**src/rtl/drac_pkg.sv**
```systemverilog
// Shared types and default sizing for the multi-issue instruction queue.
package drac_pkg;

    localparam int IQ_DEPTH = 8;
    localparam int IQ_LANES = 2;

    // Decoded-instruction record travelling from ID/IR into the issue queue.
    typedef struct packed {
        logic [63:0] pc;
        logic [31:0] inst;
        logic        ex_valid;
    } id_ir_stage_t;

    // Width of an index selecting one of n items; never zero.
    function automatic int idx_width(input int n);
        return (n > 1) ? $clog2(n) : 1;
    endfunction

endpackage

```
**src/rtl/multi_issue_instr_queue_if.sv**
```systemverilog
// Enqueue/dequeue handshake bundle for multi_issue_instr_queue.
// The master side is the decode/issue logic; the slave side is the queue.
interface multi_issue_instr_queue_if #(
    parameter int LANES = drac_pkg::IQ_LANES
);

    logic                                 enq_ready_o;
    logic [LANES-1:0]                     enq_valid_i;
    drac_pkg::id_ir_stage_t [LANES-1:0]   enq_instr_i;
    logic [LANES-1:0]                     deq_valid_o;
    drac_pkg::id_ir_stage_t [LANES-1:0]   deq_instr_o;
    logic [LANES-1:0]                     deq_ready_i;

    modport master (
        output enq_valid_i, enq_instr_i, deq_ready_i,
        input  enq_ready_o, deq_valid_o, deq_instr_o
    );

    modport slave (
        input  enq_valid_i, enq_instr_i, deq_ready_i,
        output enq_ready_o, deq_valid_o, deq_instr_o
    );

endinterface

```
**src/rtl/iq_ptr_ctrl.sv**
```systemverilog
// Head/tail/count bookkeeping for the instruction queue: lane packing offsets,
// popped-run length and modulo-DEPTH wrap. Bypass is compiled in with IQ_BYPASS_EN.
module iq_ptr_ctrl
    import drac_pkg::*;
#(
    parameter  int DEPTH = IQ_DEPTH,
    parameter  int LANES = IQ_LANES,
    localparam int PW    = $clog2(DEPTH),
    localparam int CW    = PW + 1,
    localparam int LW    = idx_width(LANES)
) (
    input  logic                       clk_i,
    input  logic                       rstn_i,
    input  logic                       flush_i,
    input  logic [LANES-1:0]           enq_valid_i,
    input  logic [LANES-1:0]           deq_ready_i,
    output logic                       enq_ready_o,
    output logic                       bypass_o,
    output logic [LANES-1:0]           lane_valid_o,
    output logic [LANES-1:0]           wr_en_o,
    output logic [LANES-1:0][PW-1:0]   wr_idx_o,
    output logic [LANES-1:0][PW-1:0]   rd_idx_o,
    output logic [LANES-1:0][LW-1:0]   byp_src_o,
    output logic [CW-1:0]              count_o
);

    logic [PW-1:0]           head_q, tail_q;
    logic [CW-1:0]           count_q;
    logic [CW-1:0]           n_req, n_push, n_pop, skip;
    logic [LANES-1:0][CW-1:0] rank;
    logic                    run;

    // Same-cycle pops are not credited, so readiness depends on count alone.
    assign enq_ready_o = (CW'(DEPTH) - count_q) >= CW'(LANES);

`ifdef IQ_BYPASS_EN
    assign bypass_o = (count_q == '0) && !flush_i && rstn_i;
`else
    assign bypass_o = 1'b0;
`endif

    always_comb begin
        // NOTE: blocking '=' is intended here: n_req is a running sum and each
        // iteration must see the value the previous iteration just wrote.
        n_req = '0;
        rank  = '0;
        for (int j = 0; j < LANES; j++) begin
            rank[j] = n_req;
            if (enq_valid_i[j]) n_req = n_req + CW'(1);
        end
    end

    assign n_push = enq_ready_o ? n_req : '0;

    // Only the unbroken run of handshakes starting at lane 0 is consumed.
    always_comb begin
        lane_valid_o = '0;
        n_pop        = '0;
        run          = 1'b1;
        for (int i = 0; i < LANES; i++) begin
            lane_valid_o[i] = rstn_i && (CW'(i) < (bypass_o ? n_push : count_q));
            if (run && lane_valid_o[i] && deq_ready_i[i]) n_pop = n_pop + CW'(1);
            else                                          run   = 1'b0;
        end
    end

    // Bypassed lanes that were consumed this cycle never reach storage.
    assign skip = bypass_o ? n_pop : '0;

    always_comb begin
        wr_en_o   = '0;
        wr_idx_o  = '0;
        rd_idx_o  = '0;
        byp_src_o = '0;
        for (int j = 0; j < LANES; j++) begin
            wr_en_o[j]  = rstn_i && !flush_i && enq_ready_o && enq_valid_i[j] && (rank[j] >= skip);
            wr_idx_o[j] = tail_q + PW'(rank[j] - skip);
        end
        for (int i = 0; i < LANES; i++) begin
            rd_idx_o[i] = head_q + PW'(i);
            for (int j = 0; j < LANES; j++) begin
                if (enq_valid_i[j] && (rank[j] == CW'(i))) byp_src_o[i] = LW'(j);
            end
        end
    end

    always_ff @(posedge clk_i) begin
        if (!rstn_i) begin
            head_q  <= '0;
            tail_q  <= '0;
            count_q <= '0;
        end else if (flush_i) begin
            head_q  <= '0;
            tail_q  <= '0;
            count_q <= '0;
        end else begin
            head_q  <= head_q + PW'(n_pop - skip);
            tail_q  <= tail_q + PW'(n_push - skip);
            count_q <= count_q + n_push - n_pop;
        end
    end

    assign count_o = count_q;

endmodule

```
**src/rtl/multi_issue_instr_queue.sv**
```systemverilog
// Multi-issue instruction queue: circular storage with LANES-wide packed enqueue
// and in-order dequeue. Define IQ_BYPASS_EN for empty-queue combinational bypass.
module multi_issue_instr_queue
    import drac_pkg::*;
#(
    parameter  int DEPTH = IQ_DEPTH,   // power of two, >= 2*LANES
    parameter  int LANES = IQ_LANES,   // 1..4, must match the interface
    localparam int PW    = $clog2(DEPTH),
    localparam int CW    = PW + 1,
    localparam int LW    = idx_width(LANES)
) (
    input  logic                       clk_i,
    input  logic                       rstn_i,
    input  logic                       flush_i,
    multi_issue_instr_queue_if.slave   iq,
    output logic [CW-1:0]              count_o,
    output logic                       full_o,
    output logic                       empty_o
);

    logic                      enq_ready;
    logic                      bypass;
    logic [LANES-1:0]          lane_valid;
    logic [LANES-1:0]          wr_en;
    logic [LANES-1:0][PW-1:0]  wr_idx;
    logic [LANES-1:0][PW-1:0]  rd_idx;
    logic [LANES-1:0][LW-1:0]  byp_src;
    logic [CW-1:0]             count;

    id_ir_stage_t mem_q [DEPTH];

    iq_ptr_ctrl #(
        .DEPTH (DEPTH),
        .LANES (LANES)
    ) u_ptr_ctrl (
        .clk_i        (clk_i),
        .rstn_i       (rstn_i),
        .flush_i      (flush_i),
        .enq_valid_i  (iq.enq_valid_i),
        .deq_ready_i  (iq.deq_ready_i),
        .enq_ready_o  (enq_ready),
        .bypass_o     (bypass),
        .lane_valid_o (lane_valid),
        .wr_en_o      (wr_en),
        .wr_idx_o     (wr_idx),
        .rd_idx_o     (rd_idx),
        .byp_src_o    (byp_src),
        .count_o      (count)
    );

    always_ff @(posedge clk_i) begin
        // NOTE: storage is intentionally not reset; validity comes from count,
        // so stale payload is never visible and the array stays plain RAM.
        for (int j = 0; j < LANES; j++) begin
            if (wr_en[j]) mem_q[wr_idx[j]] <= iq.enq_instr_i[j];
        end
    end

    always_comb begin
        // NOTE: each lane gets a zero default before the conditional, which
        // keeps this block purely combinational (no latch).
        iq.deq_instr_o = '0;
        for (int i = 0; i < LANES; i++) begin
            if (lane_valid[i]) begin
`ifdef IQ_BYPASS_EN
                iq.deq_instr_o[i] = bypass ? iq.enq_instr_i[byp_src[i]] : mem_q[rd_idx[i]];
`else
                iq.deq_instr_o[i] = mem_q[rd_idx[i]];
`endif
            end
        end
    end

`ifndef IQ_BYPASS_EN
    // Bypass steering exists only in the bypass build.
    logic unused_bypass;
    assign unused_bypass = bypass ^ (^byp_src);
`endif

    assign iq.enq_ready_o = enq_ready;
    assign iq.deq_valid_o = lane_valid;
    assign count_o        = count;
    assign full_o         = (count == CW'(DEPTH));
    assign empty_o        = (count == '0);

endmodule

```
**src/flat_wrapper.sv**
```systemverilog
// flat-port wrapper written by rule: the top's interface ports become plain ports
module multi_issue_instr_queue_flat import drac_pkg::*;
#(
    parameter  int DEPTH = IQ_DEPTH,                              
    parameter  int LANES = IQ_LANES,                                    
    localparam int PW    = $clog2(DEPTH),
    localparam int CW    = PW + 1,
    localparam int LW    = idx_width(LANES)
)
  (clk_i, rstn_i, flush_i, count_o, full_o, empty_o, iq_enq_valid_i, iq_enq_instr_i, iq_deq_ready_i, iq_enq_ready_o, iq_deq_valid_o, iq_deq_instr_o);
  multi_issue_instr_queue_if #(.LANES(LANES)) iq_i ();
  input  logic clk_i;
  input  logic rstn_i;
  input  logic flush_i;
  output logic [CW-1:0] count_o;
  output logic full_o;
  output logic empty_o;
  input wire logic [$bits(iq_i.enq_valid_i)-1:0] iq_enq_valid_i;
  input wire logic [$bits(iq_i.enq_instr_i)-1:0] iq_enq_instr_i;
  input wire logic [$bits(iq_i.deq_ready_i)-1:0] iq_deq_ready_i;
  output wire logic [$bits(iq_i.enq_ready_o)-1:0] iq_enq_ready_o;
  output wire logic [$bits(iq_i.deq_valid_o)-1:0] iq_deq_valid_o;
  output wire logic [$bits(iq_i.deq_instr_o)-1:0] iq_deq_instr_o;
  assign iq_i.enq_valid_i = iq_enq_valid_i;
  assign iq_i.enq_instr_i = iq_enq_instr_i;
  assign iq_i.deq_ready_i = iq_deq_ready_i;
  assign iq_enq_ready_o = iq_i.enq_ready_o;
  assign iq_deq_valid_o = iq_i.deq_valid_o;
  assign iq_deq_instr_o = iq_i.deq_instr_o;
  multi_issue_instr_queue #(.DEPTH(DEPTH), .LANES(LANES)) u_core (.clk_i(clk_i), .rstn_i(rstn_i), .flush_i(flush_i), .iq(iq_i), .count_o(count_o), .full_o(full_o), .empty_o(empty_o));
endmodule
```
**config.mk**
```make
export PLATFORM = sky130hd
export DESIGN_NAME = multi_issue_instr_queue_flat
export DESIGN_NICKNAME = d
export VERILOG_FILES = /design/src/rtl/drac_pkg.sv /design/src/rtl/multi_issue_instr_queue_if.sv /design/src/rtl/iq_ptr_ctrl.sv /design/src/rtl/multi_issue_instr_queue.sv /design/src/flat_wrapper.sv
export SDC_FILE = /design/constraint.sdc
export NUM_CORES = 2
export LEC_CHECK = 0
export ABC_CLOCK_PERIOD_IN_PS = 21600
export BUFFER_PORTS_ARGS = -buffer_cell sky130_fd_sc_hd__buf_2
export CELL_PAD_IN_SITES_DETAIL_PLACEMENT = 0
export CELL_PAD_IN_SITES_GLOBAL_PLACEMENT = 1
export CORE_UTILIZATION = 56
export DETAILED_ROUTE_END_ITERATION = 10
export PLACE_DENSITY = 0.9
export RECOVER_POWER = 50
export SYNTH_ARGS = -nofsm -noshare
export SYNTH_HDL_FRONTEND = slang
export SYNTH_SLANG_ARGS = --single-unit
```
**constraint.sdc**
```tcl
create_clock -name clk_i -period 21.6 [get_ports clk_i]
set_input_delay 3.24 -clock clk_i [delete_from_list [all_inputs] [get_ports clk_i]]
set_output_delay 3.24 -clock clk_i [all_outputs]
set_load 0.02 [all_outputs]
```
Yosys cells after proc, flatten, opt, wreduce, memory -nomap -nowiden
Memories as Yosys holds them, arrays and structs flattened. A register that Yosys moved wholly into a read port is not among the register bits.
Cells that the tools add are included.
{"block": "totals", "mem_bits_ro": 0, "in_bits": 201, "elab_cells": 45, "n_memories": 1, "ram_bits": 776, "register_bits": 10, "latchBits": 0}
{"name": "u_core.mem_q", "words": 8, "word_bits": 97, "read_ports": 2, "rd_clocked_by_memory_dff": 1, "write_ports": 2, "line_no": "multi_issue_instr_queue.sv:30", "text": "id_ir_stage_t mem_q [DEPTH];"}
{"block": "classes", "n_eq_ne": 1, "n_bitwise": 1, "n_mux": 13, "n_shift": 0, "n_mul": 0, "div": 0, "addsub": 9, "magnitude_cmp": 4, "n_reduce_logical": 13}
{"operator": "$mux W97", "n": 2}
{"operator": "$logic_and A1 B1 Y1", "n": 10}
{"operator": "$lt A1 B4 Y1 const A", "n": 2}
{"operator": "$mux W4", "n": 2}
{"operator": "$mux W1", "n": 7}
{"operator": "$add A4 B1 Y4 const B", "n": 1}
{"operator": "$add A4 B4 Y4", "n": 1}
{"operator": "$eq A4 B4 Y1 const B", "n": 1}
{"operator": "$ge A4 B2 Y1 const B", "n": 1}
{"operator": "$logic_not A4 Y1", "n": 1}
{"operator": "$sub A4 B2 Y4", "n": 1}
{"operator": "$sub A4 B4 Y4 const A", "n": 1}
{"operator": "$add A3 B1 Y3", "n": 1}
{"operator": "$add A3 B1 Y3 const B", "n": 1}
{"operator": "$add A3 B2 Y3", "n": 1}
{"operator": "$add A3 B3 Y3", "n": 1}
{"operator": "$mux W3", "n": 1}
{"operator": "$add A1 B1 Y2 const B", "n": 1}
{"operator": "$mux W2", "n": 1}
{"operator": "$reduce_or A2 Y1", "n": 1}
{"operator": "$ge A1 B1 Y1 const B", "n": 1}
{"operator": "$logic_not A1 Y1", "n": 1}
{"operator": "$not A1 Y1", "n": 1}

Logic depth before layout (Yosys ltp)
{"block": "logic_depth", "word_depth": 9, "ltp_mapped": 15, "ltp_nobuf": 14}

Modules after synthesis
From an unflattened synthesis, not the netlist that was laid out.
{"block": "hier_totals", "cells_unflattened": 3083, "area_unflattened_um2": 46176.8}
{"module": "multi_issue_instr_queue", "cells_each": 2999, "n_inst": 1, "area_per_inst_um2": 45382.3}
{"module": "iq_ptr_ctrl", "cells_each": 84, "n_inst": 1, "area_per_inst_um2": 794.5}

Worst setup path before layout
No wires, ideal clock.
{"block": "synth_timing", "path_type": "input to register", "startpoint": "input port iq_enq_valid_i[0]", "endpoint": "memory u_core.mem_q[5][0] (netlist name) (enable)", "t_required_ns": 21.016, "slack_ns": 12.205, "path_stages": 5, "path_buffers": 0, "arrival_time_ns": 8.811, "setup_ns": 0.584, "cell_sequence": "ha_1 -> ha_1 -> and4bb_2 -> nand3_1 -> a21oi_1"}
{"element": "start: declaration", "line_no": "flat_wrapper.sv:18", "text": "input wire logic [$bits(iq_i.enq_valid_i)-1:0] iq_enq_valid_i;"}
{"element": "end: declaration", "line_no": "multi_issue_instr_queue.sv:30"}

Final worst setup path
{"block": "layout_timing", "startpoint": "input port rstn_i", "endpoint": "output port iq_deq_instr_o[184]"}
{"block": "layout_between", "elab_chain_len": 2}
{"element": "start: declaration", "line_no": "flat_wrapper.sv:13", "text": "input logic rstn_i;"}
{"element": "$logic_and A1 B1 Y1", "line_no": "iq_ptr_ctrl.sv:61", "text": "lane_valid_o[i] = rstn_i && (CW'(i) < (bypass_o ? n_push : count_q));"}
{"element": "$mux W97", "line_no": "multi_issue_instr_queue.sv:64", "text": "if (lane_valid[i]) begin"}
{"element": "end: declaration", "line_no": "flat_wrapper.sv:23", "text": "output wire logic [$bits(iq_i.deq_instr_o)-1:0] iq_deq_instr_o;"}
Every way passes these cells.

==> results.yml <==
run_status:
  outcome: "finished, violations left"
  violations: "capacitance limit, slew limit"
sta:
  finalCritPeriodShare_pct: 48.23
  rsz0062_at_grt: "false"
  holdWs_ns: 0.6696
  finalSetupViolCount: 0
  hold_viol_final: 0
  clock.fmax_ghz: 0.09599
  finalMaxSlewViolations: 978
  clock_skew_ns: 0.01599
  max-slew-margin-rel_pct: -212.2
  finalCriticalPeriod_ns: 10.42
  setup_ws_ns: 11.18
  worst_pin_slew_ns: 4.682
  setup_tns_ns: 0
layout:
  fin_util_pct: 63.27
  design_area_mm2: 0.05096
  area_growth_pct: 11.89
  nFillCells: 5719
  layout_commonest_cell: "edfxtp_1"
  nets: 3307
  layout-drive-gt1-share_pct: 54.42
  multi_input_area_mm2: 0.02090
  layout_common_cells: "edfxtp_1, mux2_2, buf_2"
  fin_cells: 4249
  seq_area_mm2: 0.02351
worst_setup_path:
  reg2reg_depth: 8
  worstPathMaxFanout: 53
  rr_endpoint: "u_core.mem_q[6][13]"
  crit_top_cell: "clkbuf_1"
  start_kind: "primary input"
  reg2reg_slack_ns: 15.16
  worstPathRequired_ns: 18.36
  crit_path_end_kind: "output port"
  max_stage_delay_ns: 2.70
  crit_type: "primary input to output port"
  path_cells: "clkbuf_1 -> o21ai_0 -> clkbuf_1 -> a21oi_1 -> buf_2"
  crit_slowest_cell: "clkbuf_1"
  arrival_ns: 7.18
  r2r-start: "u_core.u_ptr_ctrl.count_o[0]"
job:
  maxCapViolations: 27
synth:
  synth_largest_area_cell: "edfxtp_1"
  synth_mux_area_share_pct: 40.50
  ys_warn_count: 0
  synthXorXnorAreaFrac_pct: 0.1868
  ys_ff_latch: 786
  netlist_top_cells_area: "edfxtp_1, mux4_2, mux2_2"
  synth_edf_count: 776
  syn_inst: 2765
  syn_nets: 2985
  synthSimpleGateAreaFrac_pct: 2.970
  synth_top_family_by_area: "multiplexers"
  synthAdderAreaFrac_pct: 0.5879
  avgSynthCellArea_um2: 16.47
  postSynth.asyncResetShare_pct: 0
  synth_ff_type: "edfxtp_1"
  yosysSeqAreaShare_pct: 51.60
  synth-compound-area-share_pct: 1.599
  yosys.cell_types.count: 47
  syn_area_mm2: 0.04555
  synth_top_area_share_pct: 51.16
clock_network:
  cts_setup_buffers: 0
  cts_hold_buf: 0
  post_cts_resized: 0
  numCtsBuffers: 85
  path_clk_slew_ns: 0.06
  htreeDepth: 3
  clk_latency_ns: 0.63
  cts_tree: "yes"
  clock-sinks: 786
  cts_root_buf: "clkbuf_16"
  clock_path_buffers: 3
global_routing:
  gr-total-overflow: 0
  grt_pass1_vias: 29900
  met1_usage_pct: 39.26
  busiest_layer: "met2"
  grt_pass1_wl_um: 189300
  grtUsageTotal_pct: 31.42
  antenna_found_initial: 47
  grt_util_met3_pct: 6.262
  grt_use_met2_pct: 52.38
  grt_max_degree: 146
power:
  p_per_area_mw_per_mm2: 85.56
  pwr-share-comb_pct: 25.5
  p_seq_share_pct: 41.4
  p_switching_mw: 1.323
  netSwitchingFraction_pct: 30.34
  total_power_mw: 4.360
  power.internal_mw: 3.037
  p_leak_nw: 17.02
  vdd_drop_max_v: 0.00007080
  pwr-share-clk_pct: 33.1
drt:
  drc: 0
  drt-initial-drc-count: 3085
  wl_per_cell_um: 30.76
  via_per_inst: 6.774
  vias: 28780
  wirelength_um: 130700
  drtPass1Iterations: 6
  ant_nets: 0
worst_hold_path:
  hold_start: "u_core.u_ptr_ctrl.tail_q[2]"
  hold_depth: 2
  holdPathEnd: "u_core.u_ptr_ctrl.tail_q[2]"
  hold_path_class: "flip-flop to flip-flop"
die:
  fp.dieW_um: 287.2
  ioPinCount: 404
  dieArea_mm2: 0.08248
  die_h_um: 287.2
  num_rows: 104
  start_util_pct: 56.55
  core_area_mm2: 0.08055
placed_design:
  gp_congestion: 0.8062
  dp.cells: 4060
  dpl_cell_area_mm2: 0.04840
  pre_cts_ws_ns: 13.37
  dp_hpwl_um: 74290
  portBuffers: 403
## registers in the layout, summed over array words and instances (netlist names)
register,count
u_core.mem_q,776
u_core.u_ptr_ctrl.head_q,3
u_core.u_ptr_ctrl.count_o,4
u_core.u_ptr_ctrl.tail_q,3
## synthesized netlist by cell type, types with 14 or more instances
cell      number
nand2_1      198
a21oi_1      102
mux2i_1       97
buf_1         29
buf_2        102
buf_4         14
edfxtp_1     776
ha_1          15
nor2_1       108
mux2_2       770
clkbuf_1      65
mux4_2       388
## worst max-delay path: cells and delay by family
family	cells	cell delay, ns
buffers and inverters	3	3.35
AO/OA/AOI/OAI	2	0.51
## final cells by class
cell class / count / share of cell area, %
Clock buffer: 110 / 4.525
Inverter: 13 / 0.09575
Antenna cell: 36 / 0.1768
Sequential cell: 786 / 46.14
Timing Repair Buffer: 458 / 4.665
Clock inverter: 43 / 0.7857
Multi-Input combinational cell: 1743 / 41.01
Tap cell: 1060 / 2.602
## worst max path at each step
stage | slack, ns | start | endpoint
2_1_floorplan | 12.20 | iq_enq_valid_i[0] | u_core.mem_q[5][0]
3_3_place_gp | 13.48 | rstn_i | iq_deq_instr_o[95]
3_5_place_dp | 13.37 | rstn_i | iq_deq_instr_o[4]
4_1_cts | 13.22 | u_core.u_ptr_ctrl.head_q[1] | iq_deq_instr_o[192]
5_1_grt | 11.17 | rstn_i | iq_deq_valid_o[1]
6_report | 11.18 | rstn_i | iq_deq_instr_o[184]
## power groups by stage
stage	sequential, mW	clock [mW]	combinational [mW]
after detailed placement	1.84	0	1.11
final	1.81	1.44	1.11
after global routing	1.81	1.51	1.17
after global placement	1.83	0	1.09
after CTS	1.80	1.45	1.12
after floorplan	1.83	0	0.717
## metal layers
layer	part of all wire (%)	wire [um]
met1	36	47470
met2	51	66330
met3	8.9	11690
met4	3.9	5036
met5	0.13	170
## logic make-up after synthesis
logic type,after synthesis
and+or+nand+nor,335
muxes,1261
DFF,786
xor gates and xnor gates,8
buffers and inverters,236
AOI/OAI and AO/OA,120
adders and majority gates,19
Power figures use the tool's default switching activity.
